File: src/rtl/fpga_cfg_pkg.sv
// Shared configuration for the GBM Monte Carlo lane:
// fixed-point word format and scheduler FSM state type.
package fpga_cfg_pkg;

  localparam int FP_WIDTH = 32;
  localparam int FP_QFRAC = 16;

  typedef enum logic [1:0] {
    S_IDLE,
    S_RUN,
    S_DRAIN,
    S_DONE
  } gbm_sched_state_t;

endpackage

File: src/rtl/gbm_path_scheduler_if.sv
// Scheduler bundle: control, normal-variate stream,
// GBM issue/result handshakes and observation stream.
interface gbm_path_scheduler_if #(
  parameter int WIDTH  = 32,
  parameter int NPATHS = 8,
  parameter int NSTEPS = 16
);
  localparam int PW = $clog2(NPATHS);
  localparam int SW = $clog2(NSTEPS + 1);

  logic                    start;
  logic signed [WIDTH-1:0] s0;
  logic signed [WIDTH-1:0] r;
  logic signed [WIDTH-1:0] sigma;
  logic signed [WIDTH-1:0] dt;
  logic                    busy;
  logic                    done;

  logic                    z_valid;
  logic                    z_ready;
  logic signed [WIDTH-1:0] z;

  logic                    gbm_valid;
  logic                    gbm_ready;
  logic signed [WIDTH-1:0] gbm_z;
  logic signed [WIDTH-1:0] gbm_S;
  logic signed [WIDTH-1:0] gbm_r;
  logic signed [WIDTH-1:0] gbm_sigma;
  logic signed [WIDTH-1:0] gbm_dt;

  logic                    res_valid;
  logic                    res_ready;
  logic signed [WIDTH-1:0] res_S;

  logic                    obs_valid;
  logic                    obs_ready;
  logic [PW-1:0]           obs_path;
  logic [SW-1:0]           obs_step;
  logic [WIDTH-1:0]        obs_S;

  modport slave (
    input  start, s0, r, sigma, dt,
    input  z_valid, z, gbm_ready,
    input  res_valid, res_S, obs_ready,
    output busy, done, z_ready,
    output gbm_valid, gbm_z, gbm_S,
    output gbm_r, gbm_sigma, gbm_dt,
    output res_ready, obs_valid,
    output obs_path, obs_step, obs_S
  );

  modport master (
    output start, s0, r, sigma, dt,
    output z_valid, z, gbm_ready,
    output res_valid, res_S, obs_ready,
    input  busy, done, z_ready,
    input  gbm_valid, gbm_z, gbm_S,
    input  gbm_r, gbm_sigma, gbm_dt,
    input  res_ready, obs_valid,
    input  obs_path, obs_step, obs_S
  );

endinterface

File: src/rtl/path_state_rf.sv
// Per-path price store: NPATHS x WIDTH, one async read,
// one write, broadcast init (i_init wins over i_we).
module path_state_rf #(
  parameter int WIDTH  = 32,
  parameter int NPATHS = 8,
  parameter int AW     = $clog2(NPATHS)
) (
  input  logic             clk,
  input  logic             rst_n,
  input  logic             i_init,
  input  logic [WIDTH-1:0] i_init_val,
  input  logic             i_we,
  input  logic [AW-1:0]    i_waddr,
  input  logic [WIDTH-1:0] i_wdata,
  input  logic [AW-1:0]    i_raddr,
  output logic [WIDTH-1:0] o_rdata
);

  logic [WIDTH-1:0] r_mem [NPATHS];

  always_ff @(posedge clk or negedge rst_n) begin
    if (!rst_n) begin
      for (int i = 0; i < NPATHS; i++)
        r_mem[i] <= '0;
    end else if (i_init) begin
      for (int i = 0; i < NPATHS; i++)
        r_mem[i] <= i_init_val;
    end else if (i_we) begin
      r_mem[i_waddr] <= i_wdata;
    end
  end

  assign o_rdata = r_mem[i_raddr];

endmodule

File: src/rtl/gbm_path_scheduler.sv
// Round-robin path scheduler for one GBM_step lane:
// clk/rst_n plus the gbm_path_scheduler_if slave bundle.
module gbm_path_scheduler
  import fpga_cfg_pkg::*;
#(
  parameter int WIDTH   = FP_WIDTH,
  parameter int QFRAC   = FP_QFRAC,
  parameter int NPATHS  = 8,
  parameter int NSTEPS  = 16,
  parameter int LANE_ID = 0
) (
  input  logic clk,
  input  logic rst_n,
  gbm_path_scheduler_if.slave sch
);

  localparam int PW = $clog2(NPATHS);
  localparam int SW = $clog2(NSTEPS + 1);
  localparam int IW = $clog2(NPATHS + 1);
  localparam logic [PW-1:0] LAST_P = PW'(NPATHS - 1);
  localparam logic [SW-1:0] LAST_S = SW'(NSTEPS - 1);
  localparam logic [IW-1:0] MAX_IF = IW'(NPATHS);

  // QFRAC/LANE_ID are carried only as tags
  if (QFRAC < 0 || QFRAC > WIDTH || LANE_ID < 0)
  begin : g_cfg_unused
  end

  typedef struct packed {
    logic [PW-1:0]    path;
    logic [SW-1:0]    step;
    logic [WIDTH-1:0] s;
  } obs_t;

  gbm_sched_state_t r_state;
  gbm_sched_state_t w_next;

  logic [WIDTH-1:0] r_r;
  logic [WIDTH-1:0] r_sigma;
  logic [WIDTH-1:0] r_dt;
  logic [PW-1:0]    r_iss_path;
  logic [SW-1:0]    r_iss_step;
  logic [PW-1:0]    r_ret_path;
  logic [SW-1:0]    r_ret_step;
  logic [IW-1:0]    r_inflight;
  logic             r_ret_done;
  logic             r_obs_valid;
  obs_t             r_obs;

  logic             w_start;
  logic             w_active;
  logic             w_gbm_valid;
  logic             w_iss_fire;
  logic             w_res_ready;
  logic             w_res_fire;
  logic             w_last_iss;
  logic             w_last_ret;
  logic [WIDTH-1:0] w_rd;

  assign w_start     = (r_state == S_IDLE) && sch.start;
  assign w_active    = (r_state == S_RUN) ||
                       (r_state == S_DRAIN);
  assign w_gbm_valid = (r_state == S_RUN) &&
                       sch.z_valid &&
                       (r_inflight < MAX_IF);
  assign w_iss_fire  = w_gbm_valid && sch.gbm_ready;
  assign w_res_ready = w_active &&
                       (!r_obs_valid || sch.obs_ready);
  assign w_res_fire  = sch.res_valid && w_res_ready;
  assign w_last_iss  = w_iss_fire &&
                       (r_iss_path == LAST_P) &&
                       (r_iss_step == LAST_S);
  assign w_last_ret  = w_res_fire &&
                       (r_ret_path == LAST_P) &&
                       (r_ret_step == LAST_S);

  path_state_rf #(
    .WIDTH (WIDTH),
    .NPATHS(NPATHS),
    .AW    (PW)
  ) u_rf (
    .clk       (clk),
    .rst_n     (rst_n),
    .i_init    (w_start),
    .i_init_val(sch.s0),
    .i_we      (w_res_fire),
    .i_waddr   (r_ret_path),
    .i_wdata   (sch.res_S),
    .i_raddr   (r_iss_path),
    .o_rdata   (w_rd)
  );

  always_ff @(posedge clk or negedge rst_n) begin
    if (!rst_n) r_state <= S_IDLE;
    else        r_state <= w_next;
  end

  // DONE waits until the final observation has left
  always_comb begin
    w_next = r_state;
    unique case (r_state)
      S_IDLE:  if (sch.start) w_next = S_RUN;
      S_RUN:   if (w_last_iss) w_next = S_DRAIN;
      S_DRAIN: if (r_ret_done &&
                   (!r_obs_valid || sch.obs_ready))
                 w_next = S_DONE;
      S_DONE:  w_next = S_IDLE;
      default: w_next = S_IDLE;
    endcase
  end

  always_comb begin
    sch.busy = 1'b0;
    sch.done = 1'b0;
    unique case (r_state)
      S_RUN:   sch.busy = 1'b1;
      S_DRAIN: sch.busy = 1'b1;
      S_DONE: begin
        sch.busy = 1'b1;
        sch.done = 1'b1;
      end
      default: ;
    endcase
  end

  always_ff @(posedge clk or negedge rst_n) begin
    if (!rst_n) begin
      r_r         <= '0;
      r_sigma     <= '0;
      r_dt        <= '0;
      r_iss_path  <= '0;
      r_iss_step  <= '0;
      r_ret_path  <= '0;
      r_ret_step  <= '0;
      r_inflight  <= '0;
      r_ret_done  <= 1'b0;
      r_obs_valid <= 1'b0;
      r_obs       <= '0;
    end else if (w_start) begin
      r_r         <= sch.r;
      r_sigma     <= sch.sigma;
      r_dt        <= sch.dt;
      r_iss_path  <= '0;
      r_iss_step  <= '0;
      r_ret_path  <= '0;
      r_ret_step  <= '0;
      r_inflight  <= '0;
      r_ret_done  <= 1'b0;
      r_obs_valid <= 1'b0;
    end else begin
      if (w_iss_fire) begin
        if (r_iss_path == LAST_P) begin
          r_iss_path <= '0;
          r_iss_step <= r_iss_step + SW'(1);
        end else begin
          r_iss_path <= r_iss_path + PW'(1);
        end
      end
      if (w_res_fire) begin
        r_obs.path  <= r_ret_path;
        r_obs.step  <= r_ret_step + SW'(1);
        r_obs.s     <= sch.res_S;
        r_obs_valid <= 1'b1;
        if (r_ret_path == LAST_P) begin
          r_ret_path <= '0;
          r_ret_step <= r_ret_step + SW'(1);
        end else begin
          r_ret_path <= r_ret_path + PW'(1);
        end
      end else if (sch.obs_ready) begin
        r_obs_valid <= 1'b0;
      end
      if (w_last_ret) r_ret_done <= 1'b1;
      case ({w_iss_fire, w_res_fire})
        2'b10:   r_inflight <= r_inflight + IW'(1);
        2'b01:   r_inflight <= r_inflight - IW'(1);
        default: ;
      endcase
    end
  end

  assign sch.gbm_valid = w_gbm_valid;
  assign sch.z_ready   = w_iss_fire;
  assign sch.gbm_z     = w_gbm_valid ? sch.z : '0;
  assign sch.gbm_S     = w_rd;
  assign sch.gbm_r     = r_r;
  assign sch.gbm_sigma = r_sigma;
  assign sch.gbm_dt    = r_dt;
  assign sch.res_ready = w_res_ready;
  assign sch.obs_valid = r_obs_valid;
  assign sch.obs_path  = r_obs.path;
  assign sch.obs_step  = r_obs.step;
  assign sch.obs_S     = r_obs.s;

endmodule
File: src/flat_wrapper.sv
// flat-port wrapper written by rule: the top's interface ports become plain ports
module gbm_path_scheduler_flat import fpga_cfg_pkg::*;
#(
  parameter int WIDTH   = FP_WIDTH,
  parameter int QFRAC   = FP_QFRAC,
  parameter int NPATHS  = 8,
  parameter int NSTEPS  = 16,
  parameter int LANE_ID = 0
)
  (clk, rst_n, sch_start, sch_s0, sch_r, sch_sigma, sch_dt, sch_z_valid, sch_z, sch_gbm_ready, sch_res_valid, sch_res_S, sch_obs_ready, sch_busy, sch_done, sch_z_ready, sch_gbm_valid, sch_gbm_z, sch_gbm_S, sch_gbm_r, sch_gbm_sigma, sch_gbm_dt, sch_res_ready, sch_obs_valid, sch_obs_path, sch_obs_step, sch_obs_S);
  gbm_path_scheduler_if #(.WIDTH(WIDTH), .NPATHS(NPATHS), .NSTEPS(NSTEPS)) sch_i ();
  input  logic clk;
  input  logic rst_n;
  input wire logic [$bits(sch_i.start)-1:0] sch_start;
  input wire logic [$bits(sch_i.s0)-1:0] sch_s0;
  input wire logic [$bits(sch_i.r)-1:0] sch_r;
  input wire logic [$bits(sch_i.sigma)-1:0] sch_sigma;
  input wire logic [$bits(sch_i.dt)-1:0] sch_dt;
  input wire logic [$bits(sch_i.z_valid)-1:0] sch_z_valid;
  input wire logic [$bits(sch_i.z)-1:0] sch_z;
  input wire logic [$bits(sch_i.gbm_ready)-1:0] sch_gbm_ready;
  input wire logic [$bits(sch_i.res_valid)-1:0] sch_res_valid;
  input wire logic [$bits(sch_i.res_S)-1:0] sch_res_S;
  input wire logic [$bits(sch_i.obs_ready)-1:0] sch_obs_ready;
  output wire logic [$bits(sch_i.busy)-1:0] sch_busy;
  output wire logic [$bits(sch_i.done)-1:0] sch_done;
  output wire logic [$bits(sch_i.z_ready)-1:0] sch_z_ready;
  output wire logic [$bits(sch_i.gbm_valid)-1:0] sch_gbm_valid;
  output wire logic [$bits(sch_i.gbm_z)-1:0] sch_gbm_z;
  output wire logic [$bits(sch_i.gbm_S)-1:0] sch_gbm_S;
  output wire logic [$bits(sch_i.gbm_r)-1:0] sch_gbm_r;
  output wire logic [$bits(sch_i.gbm_sigma)-1:0] sch_gbm_sigma;
  output wire logic [$bits(sch_i.gbm_dt)-1:0] sch_gbm_dt;
  output wire logic [$bits(sch_i.res_ready)-1:0] sch_res_ready;
  output wire logic [$bits(sch_i.obs_valid)-1:0] sch_obs_valid;
  output wire logic [$bits(sch_i.obs_path)-1:0] sch_obs_path;
  output wire logic [$bits(sch_i.obs_step)-1:0] sch_obs_step;
  output wire logic [$bits(sch_i.obs_S)-1:0] sch_obs_S;
  assign sch_i.start = sch_start;
  assign sch_i.s0 = sch_s0;
  assign sch_i.r = sch_r;
  assign sch_i.sigma = sch_sigma;
  assign sch_i.dt = sch_dt;
  assign sch_i.z_valid = sch_z_valid;
  assign sch_i.z = sch_z;
  assign sch_i.gbm_ready = sch_gbm_ready;
  assign sch_i.res_valid = sch_res_valid;
  assign sch_i.res_S = sch_res_S;
  assign sch_i.obs_ready = sch_obs_ready;
  assign sch_busy = sch_i.busy;
  assign sch_done = sch_i.done;
  assign sch_z_ready = sch_i.z_ready;
  assign sch_gbm_valid = sch_i.gbm_valid;
  assign sch_gbm_z = sch_i.gbm_z;
  assign sch_gbm_S = sch_i.gbm_S;
  assign sch_gbm_r = sch_i.gbm_r;
  assign sch_gbm_sigma = sch_i.gbm_sigma;
  assign sch_gbm_dt = sch_i.gbm_dt;
  assign sch_res_ready = sch_i.res_ready;
  assign sch_obs_valid = sch_i.obs_valid;
  assign sch_obs_path = sch_i.obs_path;
  assign sch_obs_step = sch_i.obs_step;
  assign sch_obs_S = sch_i.obs_S;
  gbm_path_scheduler #(.WIDTH(WIDTH), .QFRAC(QFRAC), .NPATHS(NPATHS), .NSTEPS(NSTEPS), .LANE_ID(LANE_ID)) u_core (.clk(clk), .rst_n(rst_n), .sch(sch_i));
endmodule
File: config.mk
export PLATFORM = sky130hd
export DESIGN_NAME = gbm_path_scheduler_flat
export DESIGN_NICKNAME = d
export VERILOG_FILES = /design/src/rtl/fpga_cfg_pkg.sv /design/src/rtl/gbm_path_scheduler_if.sv /design/src/rtl/path_state_rf.sv /design/src/rtl/gbm_path_scheduler.sv /design/src/flat_wrapper.sv
export SDC_FILE = /design/constraint.sdc
export NUM_CORES = 1
export LEC_CHECK = 0
export BUFFER_PORTS_ARGS = -buffer_cell sky130_fd_sc_hd__buf_2
export CAP_MARGIN = 0
export CORE_UTILIZATION = 48
export CTS_CLUSTER_SIZE = 25
export DETAILED_ROUTE_END_ITERATION = 12
export PLACE_DENSITY = 0.72
export SETUP_SLACK_MARGIN = 0.02
export SYNTH_ARGS = -nofsm -noshare
export SYNTH_HDL_FRONTEND = slang
export SYNTH_SLANG_ARGS = --single-unit
export TNS_END_PERCENT = 10
File: constraint.sdc
create_clock -name clk -period 2.8 [get_ports clk]
set_input_delay 0.84 -clock clk [delete_from_list [all_inputs] [get_ports clk]]
set_output_delay 0.84 -clock clk [all_outputs]
set_load 0.05 [all_outputs]
### Yosys cells after proc, flatten, opt, wreduce, memory -nomap -nowiden

Index checks and enable logic that the tools add are counted.

| storage, ports and cells | value |
|---|---|
| bits in registers | 416 |
| input bits | 199 |
| output and inout port bits | 206 |
| logic and storage cells | 109 |

| cells by class | value |
|---|---|
| add/sub/neg operators | 6 |
| order comparisons | 4 |
| equal/unequal tests | 12 |
| multiplexer cells | 34 |
| bitwise gates (word level) | 3 |
| reductions and logical operators | 28 |

Operator list:

| kind | count |
|---|---|
| two-way mux 256 bit | 2 |
| bitwise mux 256 bit | 1 |
| two-way mux 32 bit | 4 |
| binary-select mux 32 bit (select 3 bit) | 1 |
| demux 32 bit (select 3 bit) | 1 |
| two-way mux 5 bit | 6 |
| two-way mux 3 bit | 6 |
| logical AND 1 bit | 12 |
| adder 5 x 1 -> 5 bit, second input constant | 2 |
| == test 5 x 4 -> 1 bit, second input constant | 2 |
| nonzero test 2 bit | 5 |
| greater-or-equal comparator 4 bit, second input constant | 2 |
| inverter 3 -> 4 bit | 2 |
| case mux 2 bit (4 select lines) | 1 |
| case mux 4 bit (2 select lines) | 1 |
| two-way mux 1 bit | 7 |
| adder 3 x 1 -> 3 bit, second input constant | 2 |
| == test 2 bit, second input constant | 3 |
| == test 3 bit, second input constant | 2 |
| two-way mux 2 bit | 3 |
| AND reduction 2 bit | 3 |
| nonzero test 3 bit | 2 |
| adder 4 x 1 -> 4 bit, second input constant | 1 |
| == test 2 x 1 -> 1 bit, second input constant | 2 |
| 12 further kinds | 14 |

### Depth between registers and ports, before layout

Gate-level depths: netlist of run 1.

| logic depth | value |
|---|---|
| depth after elaboration | 8 |
| depth in mapped cells | 10 |

### Modules after synthesis

From an unflattened synthesis of run 1, not the netlist that was laid out.

| second synthesis, totals | value |
|---|---|
| cells, all modules | 1618 |
| area total of the unflattened synthesis | 19184.6 um^2 |

Modules (own cells, without submodules):

| module | instances | cells each | area an instance (um^2) |
|---|---|---|---|
| path_state_rf | 1 | 870 | 12537.0 |
| gbm_path_scheduler | 1 | 748 | 6647.6 |

### Least setup slack after synthesis of run 1

No wires, ideal clock.

| path | value |
|---|---|
| kind | input -> output |
| from | input sch_z_valid |
| to | output sch_gbm_z[22] |
| arrival | 2.192 ns |
| data required time | 1.960 ns |
| setup slack | -0.232 ns |
| stages on the path | 4 |
| buffers on the path | 1 |
| cell sequence | nand2_1 nor2_1 clkbuf_1 and2_1 |

| between the ends | value |
|---|---|
| cells in the longest elaborated chain, start to end | 3 |

Ends and longest elaborated chain:

| what | line | RTL |
|---|---|---|
| from (decl) | flat_wrapper.sv:19 | `input wire logic [$bits(sch_i.z_valid)-1:0] sch_z_valid;` |
| logical AND 1 bit | gbm_path_scheduler.sv:63 | `assign w_gbm_valid = (r_state == S_RUN) &&` |
| logical AND 1 bit | gbm_path_scheduler.sv:64 | `sch.z_valid &&` |
| net sch_gbm_valid | flat_wrapper.sv:28 | `output wire logic [$bits(sch_i.gbm_valid)-1:0] sch_gbm_valid;` |
| two-way mux 32 bit | gbm_path_scheduler.sv:184 | `assign sch.gbm_z = w_gbm_valid ? sch.z : '0;` |
| to (decl) | flat_wrapper.sv:29 | `output wire logic [$bits(sch_i.gbm_z)-1:0] sch_gbm_z;` |

The timed path passes the listed nets, and every way through them passes these cells.

### Worst setup path in the final report of run 1

| path | value |
|---|---|
| from | register u_core.r_iss_path[0] |
| to | output sch_gbm_S[9] |

| between the ends | value |
|---|---|
| cells in the longest elaborated chain, start to end | 4 |

Ends and longest elaborated chain:

| what | line | RTL |
|---|---|---|
| from (decl) | gbm_path_scheduler.sv:41 | `logic [PW-1:0] r_iss_path;` |
| from (signal assigned) | gbm_path_scheduler.sv:156 | `r_iss_path <= r_iss_path + PW'(1);` |
| inverter 3 -> 4 bit (not written as such) | path_state_rf.sv:33 | `assign o_rdata = r_mem[i_raddr];` |
| binary-select mux 32 bit (select 3 bit) | path_state_rf.sv:33 |  |
| two-way mux 32 bit (not written as such) (2 in a row) | path_state_rf.sv:33 |  |
| to (decl) | flat_wrapper.sv:30 | `output wire logic [$bits(sch_i.gbm_S)-1:0] sch_gbm_S;` |

Every way passes these cells. The select of a mux whose other input is x is not followed.

==> results of run 1 <==
metal layers:
| layer | track usage | vias to the layer above |
|---|---|---|
| met4 | 0.150 | 4 |
| met2 | 0.496 | 965 |
| met1 | 0.415 | 8429 |
| met5 | 0 | - |
| li1 | - | 7605 |
| met3 | 0.0709 | 192 |
worst reg2reg max path: cells and delay by family, from the launching register on:
kind                       cells  cell delay [ns]
adders and majority gates      2             0.67
and+or+nand+nor                3             0.65
DFF                            1             0.42
muxes                          1             0.22
AOI/OAI and AO/OA              2             0.21
buffers and inverters          1             0.10
synthesized netlist by cell type (2+ instances only):
cell,number,area (µm²)
a211oi_1,3,22.5
a21oi_1,11,55.1
a31oi_1,258,1610
and2_1,34,213
and3_1,5,31.3
and4_1,2,17.5
buf_2,51,255
clkbuf_1,124,465
dfrtp_1,416,10400
ha_1,15,188
inv_1,7,26.3
mux2_2,33,372
mux2i_1,3,30.0
mux4_2,64,1440
nand2_1,924,3470
nand3_1,5,25.0
nand3b_1,2,15.0
nand4_1,3,18.8
nor2_1,49,184
nor3_1,2,10.0
nor3_2,2,20.0
nor4_2,2,25.0
o21a_1,2,15.0
o21ai_0,9,45.0
or3_1,3,18.8
or3_2,2,15.0
or4_1,3,22.5
xnor2_1,4,35.0
xor2_1,6,52.6
report_power, final:
part / internal (mW) / switching (mW)
clock: 3.70 / 2.46
sequential: 8.90 / 1.69
combinational: 5.71 / 10.5
total: 18.3 / 14.7
cells in the final DEF (no fill, tap or decap), types with 28 or more instances in the layout:
| master | Yosys | routed |
|---|---|---|
| buf_6 | 1 | 56 |
| nor2_1 | 49 | 47 |
| dfrtp_1 | 416 | 412 |
| a31oi_1 | 258 | 258 |
| buf_2 | 51 | 336 |
| buf_4 | 1 | 31 |
| buf_12 | 0 | 33 |
| clkbuf_16 | 0 | 48 |
| nand2_1 | 924 | 921 |
| mux4_2 | 64 | 64 |
| and2_1 | 34 | 28 |
cell type report:
type | count | area, µm² | area share
antenna | 12 | 30.0 | 0.00123
tap | 518 | 648 | 0.0266
timing repair buffer | 475 | 3520 | 0.144
clock inverter | 14 | 176 | 0.00723
sequential | 416 | 10400 | 0.427
clock buffer | 66 | 1350 | 0.0552
multi-input combinational | 1455 | 8240 | 0.338
inverter | 8 | 32.5 | 0.00133
sequential cells by signal (all words and copies together) (netlist names):
register	flops
u_core.r_ret_done	1
u_core.r_inflight	4
u_core.sch.obs_valid	1
u_core.sch.obs_path	3
u_core.sch.gbm_r	32
u_core.sch.obs_step	5
u_core.u_rf.r_mem	256
u_core.sch.obs_S	32
u_core.r_iss_step	5
u_core.sch.gbm_dt	32
u_core.r_ret_path	3
u_core.r_iss_path	3
u_core.sch.gbm_sigma	32
u_core.r_state	2
u_core.r_ret_step	5
worst max-delay path by stage:
stage,to,cells after the start
2_1_floorplan,sch_gbm_z[22],4
3_3_place_gp,sch_gbm_S[20],4
3_5_place_dp,sch_gbm_S[20],4
4_1_cts,sch_gbm_S[23],5
5_1_grt,sch_gbm_S[12],5
6_report,sch_gbm_S[9],5
cell families after synthesis:
kind of cell	share of synthesized area
multiplexers	0.0958
flip-flops	0.541
buffers and inverters	0.0403
AND/OR/NAND/NOR	0.215
AO/OA/AOI/OAI	0.0932
XOR/XNOR	0.00455
adder cells (fa/ha/maj)	0.00975
timing repair:
item | CTS | global route
cloned | 3 | 1
pin swaps | 2 | 3
gates resized for setup | 175 | 9
setup endpoints to repair | 66 | 67
setup buffers | 5 | 0
==> metrics.md, run 1 <==
| Metric | Value |
|---|---|
| Minimum hold slack | about 0.23 ns |
| Layout Cells excl Fill | 2964 |
| Slew margin rel. | 0.561 |
| Via Count | between 15000 and 20000 |
| CTS Sinks | 416 |
| Antenna violations before repair | 15 |
| Final Cell Area | ~24000 µm² |
| Clock Skew | approximately 0.015 ns |
| Tightest Pin Transition | between 0.6 and 0.7 ns |
| Die ar. | ~41000 µm² |
| Die Span Y | 202 µm |
| Pleak | 11.8 nW |
| Slew Viols, Final | 0 |
| Max IR drop VDD | around 1100 µV |
| Clk slew on worst S/H paths | about 0.060 ns |
| Port buffer count | slightly above 400 |
| Fillers | ~3200 |
| Final hold vios | 0 |
| Final min period | between 3 and 4 ns |
| Arrival @ worst endpoint | ~2.3 ns |
| CTS tree | yes |
| Unrepaired setup endpoints after global routing | true |
| Initial Utilization | 0.492 |
| GRT Total Usage | 0.315 |
| Setup slack, reg-to-reg | about 0.40 ns |
| Routed wire length | 64.4 mm |
| Crit Reg-Reg Endpoint | u_core.r_inflight[3] |
| DP Worst Slack | between 0.08 and 0.09 ns |
| Finished Core Util | 0.624 |
| Worst setup path startpoint | u_core.r_iss_path[0] |
| Placed Cells | 2863 |
| CTS H-tree lvls | 2 |
| Fin crit share | 1.13 |
| Layout cells sized above 1 | 0.279 |
| Hold_buf cts | 0 |
| Ys Warns | 0 |
| Worst-skew pair later-pin latency | between 0.5 and 0.6 ns |
| Wl on met1 | about 25 mm |
| Core Area | between 30000 and 40000 µm² |
| Failing checks | negative setup slack |
| Gr ovfl total | 0 |
| Placed cell areas | approximately 22000 µm² |
| Drt drc | 0 |
| Worst min-delay path class | in -> async |
| Root Driver | clkbuf_16 |
| Final HPWL DP | between 30 and 40 mm |
| Met3 Wirelength | roughly 6.4 mm |
| Seq cells post-synth | ~420 |
| Delay-heaviest family, CP | multiplexers |
| Crit Path Max Fanout | 8 |
| Die width | slightly above 200 µm |
| Startpoint class of the critical path | register |
| Max Cap Viol | 0 |
| Worst path buffer plus inverter count | 3 |
| Reg2Reg Launch Point | u_core.r_state[0] |
| Ys flop type | dfrtp_1 |
| Synth Instances | about 2000 |
| Status | complete, but fails checks |
| Final setup vio count | 56 |
| Max Clock Freq | 317 MHz |
| Post-synth EDFFs | 0 |
| Worst path required time | between 1.5 and 2 ns |
| Drt wl/cell | around 22 µm |
| Setup ws final | -0.359 ns |
| CP Capture Type | output port |
| Longest Clk Path Bufs | 3 |
| Slowest CP cell | mux4_2 |
| Number of global-route vias before repair | between 15000 and 20000 |
| Met2 WL | around 31 mm |
| Total power | approximately 33 mW |
| First-pass GRT wire length | 98.8 mm |
| Seq/Total Area, Yosys | 0.541 |
| DRT Pass-1 Iters | 5 |
| FF-to-FF path depth | 9 |
| Syn Std Cell Area | between 15000 and 20000 µm² |
| Pwr per Cell Area | roughly 1400 nW/µm² |
| Vias/cell | around 5.8 |
| Setup CP Type | reg -> out |
| Post-synth cell types | between 40 and 50 |
| DRT iter0 DRCs | about 1700 |
| Post-Synthesis Net Count | 2271 |
| Row count | 72 |
| FFs w/ async S/R, synth | 1.00 |
| TNS Setup | -10.62 ns |
| Cts bufs inserted | 45 |
| Largest net degree at the start of global routing | 100 |
| Synthesis-to-layout area growth | 26.8% |
| Top sig layer | met5 |
| Worst-path cell chain | buf_8 > buf_12 > mux4_2 > mux2_4 > buf_6 |
| Routability Congestion | ~0.84 |
| Syn avg cell area | ~9.4 µm² |
| IO Pins | roughly 410 |
| Final Net Count | around 2600 |
| Largest stage delay on the critical path | around 0.52 ns |
| Antenna viol nets, final | 0 |
(Power assumes the default switching activity.)
==> run 2, diff against run 1 <==
CORE_UTILIZATION = 45   (was 48)
CTS_BUF_LIST = sky130_fd_sc_hd__clkbuf_16   (was not set)
PLACE_DENSITY = 0.68   (was 0.72)
==> run 2 against run 1 <==
Against the previous run:
- the run still ends with negative setup slack left
- critical path depth unchanged
- critical endpoint is now sch_gbm_S[23]
- hold slack got worse by 0.044 ns
- first-iteration DRC count decreased by 12%
- routed wire length increased by 1.9%
- sequential share of layout area about the same
- cell area about the same
- register-to-register slack improved by 0.04 ns
- global-route usage decreased by 1.8 points
- power decreased by 0.29%
- clock power decreased by 1%
==> metrics.md, run 2 (synthesized netlist as in run 1, its figures left out) <==
| Metric | Value |
|---|---|
| Port buffer count | 404 (unchanged) |
| Row count | 75 (+4.2%) |
| Final HPWL DP | 39.7 mm (+0.34%) |
| Fin crit share | 1.13 (-0.00153) |
| Setup ws final | -0.355 ns (+0.00427 ns) |
| Commonest non-fill, non-tap cell in the layout | nand2_1 |
| Reg2Reg Launch Point | u_core.r_state[0] |
| Slowest CP cell | mux4_2 |
| Vias/cell | 5.72 (-1.5%) |
| WP depth | 5 (unchanged) |
| Pleak | 11.8 nW (+0.17%) |
| Status | complete, but fails checks |
| Worst-path cell chain | buf_12 > buf_12 > mux4_2 > mux2_4 > buf_8 |
| Initial Utilization | 0.458 (-0.0345) |
| CP Capture Type | output port |
| Crit Reg-Reg Endpoint | u_core.r_inflight[3] |
| Most frequent cells in the layout | nand2_1 (921), dfrtp_1 (412), buf_2 (336) |
| Pwr per Cell Area | 1350 nW/µm² (-0.30%) |
| Drt wl/cell | 22.0 µm (+1.1%) |
| Die Span Y | 209 µm (+3.2%) |
| Max IR drop VDD | 825 µV (-28%) |
| Crit Path Max Fanout | 8 (unchanged) |
| Final setup vio count | 34 (-39%) |
| Startpoint class of the critical path | register |
| Logic pwr share | 0.495 (+0.003) |
| CTS Sinks | 416 (unchanged) |
| Largest register by flop count | u_core.u_rf.r_mem |
| Failing checks | negative setup slack |
| Drt drc | 0 (unchanged) |
| Routability Congestion | 0.893 (+5.7%) |
| Layout cells sized above 1 | 0.280 (+0.000724) |
| Setup slack, reg-to-reg | 0.44 ns (+0.04 ns) |
| Worst-skew pair later-pin latency | 0.58 ns (about the same) |
| Total power | 32.9 mW (-0.29%) |
| Setup CP Type | reg -> out |
| Core Area | 42000 µm² (+7.5%) |
| Most used cell, CP | buf_12 |
| Gr ovfl total | 0 (unchanged) |
| Largest stage delay on the critical path | 0.50 ns (-0.02 ns) |
| Final min period | 3.15 ns (-0.00427 ns) |
| FF-to-FF path depth | 9 (unchanged) |
| Largest net degree at the start of global routing | 97 (-3.0%) |
| Unrepaired setup endpoints after global routing | true |
| Clock share of power | 0.185 (-0.002) |
| Number of global-route vias before repair | 17239 (-0.25%) |
| Seq pwr share | 0.320 (about the same) |
| Longest Clk Path Bufs | 3 (unchanged) |
| Cts bufs inserted | 46 (+2.2%) |
| Worst setup path startpoint | u_core.r_iss_path[0] |
| Antenna violations before repair | 6 (-9) |
| Final hold vios | 0 (unchanged) |
| Clk slew on worst S/H paths | 0.06 ns (about the same) |
| Die ar. | 43600 µm² (+6.6%) |
| Slew margin rel. | 0.576 (+0.0145) |
| Max Cap Viol | 0 (unchanged) |
| Slew Viols, Final | 0 (unchanged) |
| P_sw | 14.8 mW (+0.60%) |
| DRT Pass-1 Iters | 5 (unchanged) |
| IO Pins | 405 (unchanged) |
| Final Net Count | 2618 (+0.11%) |
| Root Driver | clkbuf_16 |
| Hold_buf cts | 0 (unchanged) |
| First-pass GRT wire length | 99.9 mm (+1.1%) |
| Max Clock Freq | 317 MHz (+0.14%) |
| Synthesis-to-layout area growth | 26.8% (about the same) |
| P_int | 18.1 mW (-1.0%) |
| Tightest Pin Transition | 0.636 ns (-0.0194 ns) |
| Clock Skew | 0.0200 ns (+0.00480 ns) |
| Worst min-delay path class | in -> async |
| GRT Total Usage | 0.297 (-0.0178) |
| Sw Share | 0.449 (+0.00396) |
| CTS H-tree lvls | 2 (unchanged) |
| Die width | 209 µm (+3.2%) |
| CTS tree | yes |
| Crit path capture | sch_gbm_S[23] |
| Worst path buffer plus inverter count | 3 (unchanged) |
| Worst path required time | 1.96 ns (about the same) |
| Arrival @ worst endpoint | 2.31 ns (about the same) |
| Antenna viol nets, final | 0 (unchanged) |
| DRT iter0 DRCs | 1510 (-12%) |
| Minimum hold slack | 0.188 ns (-0.0440 ns) |
| Delay-heaviest family, CP | multiplexers |
| Via Count | 17065 (-0.76%) |
| Routed wire length | 65.7 mm (+1.9%) |
| Largest register FFs | 256 (unchanged) |
-- run 2: changes by cell type in the layout (fill, tap and decap cells not counted), moves of 6 or more --
cell / delta
buf_4: +8
buf_6: -8
clkbuf_1: -9
clkbuf_8: -10
clkinv_1: +10
clkinv_2: +7
diode_2: -7
inv_1: +6
-- run 2: stage by stage --
step	instance area [µm²]	cells	worst slack, ns	TNS, ns	utilization
after floorplan	19200	2057	0.0405	0	-
after global placement	22100	2885	0.161	0	0.526
after detailed placement	22100	2885	0.143	0	0.526
after CTS	24200	2978	-0.439	-12.96	0.576
after global routing	24400	2984	-0.394	-13.44	0.581
final	24400	2986	-0.355	-10.04	0.581
-- run 2: worst min-delay path by stage --
stage                            endpoint  slack (ns)  depth (start not counted)
finish              u_core.u_rf.r_mem[99]        0.19                          1
global placement      u_core.sch.obs_S[5]        0.45                          2
global route        u_core.u_rf.r_mem[99]        0.21                          1
detailed placement   u_core.sch.obs_S[30]        0.46                          2
CTS                   u_core.sch.obs_S[4]        0.19                          1
floorplan               u_core.r_ret_done        0.46                          2
-- run 2: cell type report --
cell class / count / area, µm²
clock inverter: 37 / 270
tap: 539 / 674
sequential: 416 / 10400
clock buffer: 49 / 1230
timing repair buffer: 477 / 3530
multi-input combinational: 1455 / 8240
fill: 3613 / 17600
inverter: 8 / 32.5
antenna: 5 / 12.5
-- run 2: routing by layer --
layer | up-vias | part of all wire | GRT usage
met2 | 889 | 0.48 | 0.473
met4 | 2 | 0.038 | 0.135
met5 | - | 0.00020 | 0
met1 | 8401 | 0.39 | 0.389
li1 | 7608 | - | -
met3 | 165 | 0.092 | 0.0679
-- run 2: repair_timing --
action / CTS / global route
buffers inserted: 4 / 2
pin swaps: 0 / 7
gates cloned: 3 / 3
resized for setup: 143 / 41
endpoints found under the setup margin: 66 / 66
-- run 2: power groups by stage --
stage               sequential (mW)  clock [mW]  combinational, mW
floorplan                      13.2           0               8.12
global placement               10.4           0               14.7
detailed placement             10.5           0               15.1
CTS                            10.5        6.16               16.0
global route                   10.8        6.39               17.3
finish                         10.5        6.08               16.3
